==> config.mk <==
export PLATFORM = sky130hd
export DESIGN_NAME = beat_tone_player
export DESIGN_NICKNAME = d
export VERILOG_FILES = /design/src/rtl/beat_tone_player.sv
export SDC_FILE = /design/constraint.sdc
export NUM_CORES = 1
export LEC_CHECK = 0
export ABC_CLOCK_PERIOD_IN_PS = 2170
export CORE_MARGIN = 3
export CORE_UTILIZATION = 55
export CTS_CLUSTER_DIAMETER = 80
export DETAILED_ROUTE_END_ITERATION = 10
export MAX_ROUTING_LAYER = met4
export PLACE_DENSITY = 0.77
export SLEW_MARGIN = 40
export SYNTH_ARGS = -nofsm -noshare
export SYNTH_HDL_FRONTEND = slang
export SYNTH_SLANG_ARGS = --single-unit
export TNS_END_PERCENT = 10
==> constraint.sdc <==
create_clock -name clk -period 2.17 [get_ports clk]
set_input_delay 0.651 -clock clk [delete_from_list [all_inputs] [get_ports clk]]
set_output_delay 0.651 -clock clk [all_outputs]
set_load 0.03 [all_outputs]
==> src/rtl/beat_tone_player.sv <==
// Plays one decaying square-wave tone burst per beat event; the intensity sets
// the pitch and the start amplitude. Emits a signed 8-bit sample and a 1-bit tone.
module beat_tone_player #(
  parameter int unsigned HALF_P0    = 56818,
  parameter int unsigned HALF_P1    = 45455,
  parameter int unsigned HALF_P2    = 37922,
  parameter int unsigned HALF_P3    = 28409,
  parameter int unsigned HP_W       = 17,
  parameter int unsigned BURST_HP   = 64,
  parameter int unsigned GAP_CYCLES = 1000000
) (
  input  logic       clk,
  input  logic       rst,
  input  logic       beat_en,
  input  logic [1:0] beat_intensity,
  output logic [7:0] audio_sample,
  output logic       tone_out,
  output logic       busy,
  output logic [7:0] drop_cnt
);

  localparam int unsigned HL_W  = (BURST_HP > 1) ? $clog2(BURST_HP) : 1;
  localparam int unsigned GAP_W = (GAP_CYCLES > 1) ? $clog2(GAP_CYCLES) : 1;
  localparam logic [HL_W-1:0]  HL_INIT  = HL_W'(BURST_HP - 1);
  localparam logic [GAP_W-1:0] GAP_INIT = GAP_W'(GAP_CYCLES - 1);

  typedef enum logic [1:0] {IDLE, PLAY, DECAY, GAP} state_t;

  state_t            r_state;
  logic              r_beat_d;
  logic              r_armed;
  logic [1:0]        r_int;
  logic [6:0]        r_amp;
  logic              r_pos;
  logic [HP_W-1:0]   r_hp_cnt;
  logic [HL_W-1:0]   r_hp_left;
  logic [GAP_W-1:0]  r_gap_cnt;
  logic [7:0]        r_drop;

  logic              w_evt;
  logic              w_start;
  logic              w_drop;
  logic              w_active;
  logic [7:0]        w_mag;

  function automatic logic [HP_W-1:0] half_m1(input logic [1:0] sel);
    case (sel)
      2'd0:    half_m1 = HP_W'(HALF_P0 - 1);
      2'd1:    half_m1 = HP_W'(HALF_P1 - 1);
      2'd2:    half_m1 = HP_W'(HALF_P2 - 1);
      default: half_m1 = HP_W'(HALF_P3 - 1);
    endcase
  endfunction

  function automatic logic [6:0] amp_of(input logic [1:0] sel);
    case (sel)
      2'd0:    amp_of = 7'd32;
      2'd1:    amp_of = 7'd64;
      2'd2:    amp_of = 7'd96;
      default: amp_of = 7'd127;
    endcase
  endfunction

  // r_armed only rises once beat_en has been seen low after reset, so a level
  // still held high across reset release cannot look like a fresh edge.
  always_comb begin
    w_evt   = beat_en & ~r_beat_d & r_armed;
    w_start = 1'b0;
    case (r_state)
      IDLE:    w_start = w_evt;
      PLAY:    w_start = w_evt && (beat_intensity > r_int);
      DECAY:   w_start = w_evt;
      default: w_start = 1'b0;
    endcase
    w_drop = w_evt & ~w_start;
  end

  always_ff @(posedge clk or negedge rst) begin
    if (!rst) begin
      r_state   <= IDLE;
      r_beat_d  <= 1'b0;
      r_armed   <= 1'b0;
      r_int     <= '0;
      r_amp     <= '0;
      r_pos     <= 1'b0;
      r_hp_cnt  <= '0;
      r_hp_left <= '0;
      r_gap_cnt <= '0;
    end else begin
      r_beat_d <= beat_en;
      r_armed  <= r_armed | ~beat_en;
      if (w_start) begin
        r_int     <= beat_intensity;
        r_amp     <= amp_of(beat_intensity);
        r_pos     <= 1'b1;
        r_hp_cnt  <= half_m1(beat_intensity);
        r_hp_left <= HL_INIT;
        r_state   <= PLAY;
      end else begin
        case (r_state)
          PLAY: begin
            if (r_hp_cnt == '0) begin
              r_pos    <= ~r_pos;
              r_hp_cnt <= half_m1(r_int);
              if (r_hp_left == '0) begin
                r_amp   <= r_amp >> 1;
                r_state <= DECAY;
              end else begin
                r_hp_left <= r_hp_left - 1'b1;
              end
            end else begin
              r_hp_cnt <= r_hp_cnt - 1'b1;
            end
          end
          DECAY: begin
            if (r_hp_cnt == '0) begin
              r_pos    <= ~r_pos;
              r_hp_cnt <= half_m1(r_int);
              r_amp    <= r_amp >> 1;
              if ((r_amp >> 1) == '0) begin
                r_gap_cnt <= GAP_INIT;
                r_state   <= GAP;
              end
            end else begin
              r_hp_cnt <= r_hp_cnt - 1'b1;
            end
          end
          GAP: begin
            if (r_gap_cnt == '0) r_state <= IDLE;
            else                 r_gap_cnt <= r_gap_cnt - 1'b1;
          end
          default: r_state <= IDLE;
        endcase
      end
    end
  end

  always_ff @(posedge clk or negedge rst) begin
    if (!rst)                           r_drop <= '0;
    else if (w_drop && r_drop != 8'hFF) r_drop <= r_drop + 8'd1;
  end

  always_comb begin
    w_active     = (r_state == PLAY) || (r_state == DECAY);
    w_mag        = {1'b0, r_amp};
    busy         = (r_state != IDLE);
    tone_out     = w_active & r_pos;
    audio_sample = '0;
    if (w_active) audio_sample = r_pos ? w_mag : (~w_mag + 8'd1);
    drop_cnt     = r_drop;
  end

endmodule

==> results.sh <==
export IMPL_syn_area_um2=4160
export IMPL_yosysMostFrequentCell="dfrtp_1"
export IMPL_critPathLaunchType="register"
export IMPL_peakVddDrop_mv=0.802
export IMPL_clock_latency_ns=0.35
export IMPL_fillCellCount=507
export IMPL_rr_worst_depth=9
export IMPL_fin_tns_setup_ns=-0.771
export IMPL_routedWlPerCell_um=17.3
export IMPL_pre_cts_slack_ns=-0.625
export IMPL_regToRegSetupSlack_ns=-0.05
export IMPL_root_buffer="clkbuf_8"
export IMPL_port_buffers=22
export IMPL_ant_nets=0
export IMPL_setup_viol=13
export IMPL_die_area_um2=8650
export IMPL_finalHoldViolations=0
export IMPL_min_period_ns=2.28
export IMPL_synth_warnings=0
export IMPL_drt_pass1_iter_count=5
export IMPL_p_per_area_nw_per_um2=1430
export IMPL_fin_crit_sh_pct=105
export IMPL_drtIter0Drc=204
export IMPL_ys_seq_elements=65
export IMPL_critPathKind="register to output pin"
export IMPL_synth_top_cells_by_area="dfrtp_1 (39%), ha_1 (7.5%), xnor2_1 (5.7%), a21oi_1 (4.3%), nor2_1 (4.1%)"
export IMPL_rows=31
export IMPL_path_cells="inv_2 > ha_4 > or3_4 > a21oi_4 > buf_6"
export IMPL_slew_limit_headroom_pct=72.3
export IMPL_power_w=0.00793
export IMPL_placed_area_um2=4920
export IMPL_cts_htree_levels=3
export IMPL_cts_hold_buffers=0
export IMPL_stdcell_count=637
export IMPL_violations="setup timing"
export IMPL_worstReg2RegEnd="r_gap_cnt[5]"
export IMPL_synth_top_area_share_pct=39.1
export IMPL_fp_dieW_um=93.0
export IMPL_drt_vias_per_instance=5.92
export IMPL_syn_nets=488
export IMPL_p_leak_nw=2.38
export IMPL_arrival_ns=1.63
export IMPL_syn2layout_area_growth_pct=33.6
export IMPL_crit_fanout=4
export IMPL_initial_core_util_pct=57.1
export IMPL_nets=563
export IMPL_required_ns=1.52
export IMPL_placed_cells=612
export IMPL_worst_pin_slew_ns=0.412
export IMPL_r2r_start="r_amp[1]"
export IMPL_cts_buffers=9
export IMPL_place_hpwl_um=7040
export IMPL_cts_tree="done"
export IMPL_final_cell_area_um2=5560
export IMPL_die_y_um=93.0
export IMPL_crit_path_end_kind="output pin"
export IMPL_syn_area_per_cell_um2=9.09
export IMPL_drc=0
export IMPL_syn_instance_count=458
export IMPL_antenna_cells=0
export IMPL_fin_skew_ns=0.0107
export IMPL_rsz0062_at_grt="yes"
export IMPL_cp_num_buf_inv=2
export IMPL_grt_first_pass_wirelength_um=18300
export IMPL_vias=3769
export IMPL_slew_violations=0
export IMPL_overflow=0
export IMPL_yosysUniqueCellTypes=64
export IMPL_final_layout_size_suffix_gt1_share_pct=30.7
export IMPL_path_delay_family="flip-flops"
export IMPL_critPathMaxStageDelay_ns=0.39
export IMPL_cts_buffer_depth=2
export IMPL_ys_flop_type="dfrtp_1"
export IMPL_grt_max_degree=66
export IMPL_async_reset_ff_share_pct=100
export IMPL_core_area_um2=7290
export IMPL_clk_pin_slew_ns=0.07
export IMPL_antenna_found_initial=0
export IMPL_synth_edf_count=0
export IMPL_slowest_stage="dfrtp_1"
export IMPL_cts_sinks=65
export IMPL_startpoint="r_amp[1]"
export IMPL_drt_wl_total_um=11000
export IMPL_pin_count=23
export IMPL_setup_slack_ns=-0.107
export IMPL_max_freq_mhz=439
export IMPL_yosysSeqAreaShare_pct=39.1
export IMPL_gp_congestion=0.873
export IMPL_status="finished with violations"
export IMPL_grtUsageTotal_pct=27.1
export IMPL_hold_class="input port to async pin"
export IMPL_crit_cells=5
export IMPL_synth_commonest_cells="dfrtp_1 (65), nor2_1 (45), nand2_1 (44), a21oi_1 (36), xnor2_1 (27)"
export IMPL_grt_pass1_vias=3704
export IMPL_cap_violations=0
export IMPL_yosys_area_top_type="dfrtp_1"
-- area by class of cell --
type / instances / area (um^2) / share of cell area (%)
clock buffers: 11 / 151 / 2.72
inverters: 20 / 80.1 / 1.44
multi-input cells: 352 / 2730 / 49.1
repair buffers: 85 / 764 / 13.8
well taps: 99 / 124 / 2.23
clock inverters: 5 / 77.6 / 1.40
flip-flops and latches: 65 / 1630 / 29.3
-- kinds of logic (layout without fill, tap and decap cells) --
| family | count (synthesis) | after routing | synth area share, % |
|---|---|---|---|
| AOI/OAI and AO/OA | 99 | 99 | 14.5 |
| xor gates and xnor gates | 33 | 33 | 6.95 |
| adders and majority gates | 25 | 25 | 7.52 |
| buffers and inverters | 41 | 121 | 4.18 |
| DFF | 65 | 65 | 39.1 |
| muxes | 10 | 10 | 2.44 |
| and+or+nand+nor | 185 | 185 | 25.3 |
-- metal layers --
metal | part of all wire [%] | vias up | global-route usage (%)
li1 | - | 1790 | -
met1 | 44 | 1849 | 36.7
met2 | 49 | 108 | 42.1
met3 | 5.0 | 22 | 3.62
met4 | 1.7 | 0 | 9.89
met5 | 0 | - | -
-- worst max path at each step --
stage / endpoint / slack [ns]
after floorplan: drop_cnt[1] / -0.03
after global placement: drop_cnt[1] / -0.55
after detailed placement: r_hp_cnt[5] / -0.62
after CTS: audio_sample[5] / -0.12
after global routing: audio_sample[6] / -0.17
final: audio_sample[2] / -0.11
-- through the flow --
| stage | hold slack [ns] | util, % |
|---|---|---|
| final | 0.315 | 76.2 |
| after global routing | 0.338 | 76.2 |
| after CTS | 0.324 | 74.1 |
| after detailed placement | 0.454 | 67.5 |
| after global placement | 0.451 | 67.5 |
| after floorplan | 0.355 | - |
-- placed cells by master, fill, tap and decap left out, drive strengths merged, types with 5 or more instances in the layout --
cell and instances:
xnor2 27, ha 25, nor4 12, clkdlybuf4s50 7, nor3 24, a21oi 36
nor2 45, o211ai 7, o21ai 21, clkbuf 11, inv 19, nor4b 6
a31oi 8, mux2i 9, nand3b 5, nand2 45, xor2 6, dfrtp 65
nand3 10, or3 10, buf 73
-- sequential cells by signal, indices dropped and copies added (netlist names) --
| register | count |
|---|---|
| r_gap_cnt | 20 |
| r_hp_cnt | 17 |
| drop_cnt | 8 |
| r_amp | 7 |
| r_hp_left | 6 |
| r_int | 2 |
| r_state | 2 |
| r_armed | 1 |
| r_beat_d | 1 |
| r_pos | 1 |
-- repair_timing --
| item | CTS | global route |
|---|---|---|
| gates resized for setup | 45 | 34 |
| cloned | 0 | 0 |
| setup buffers | 9 | 0 |
| pin swaps | 13 | 10 |
| endpoints found under the setup margin | 51 | 46 |
-- power breakdown --
| part | internal (W) | switching (W) |
|---|---|---|
| logic | 0.00196 | 0.00257 |
| clock network | 0.000706 | 0.000482 |
| registers | 0.00166 | 0.000551 |
| total | 0.00433 | 0.00360 |
Note: power is estimated with default switching activity, not from simulation.
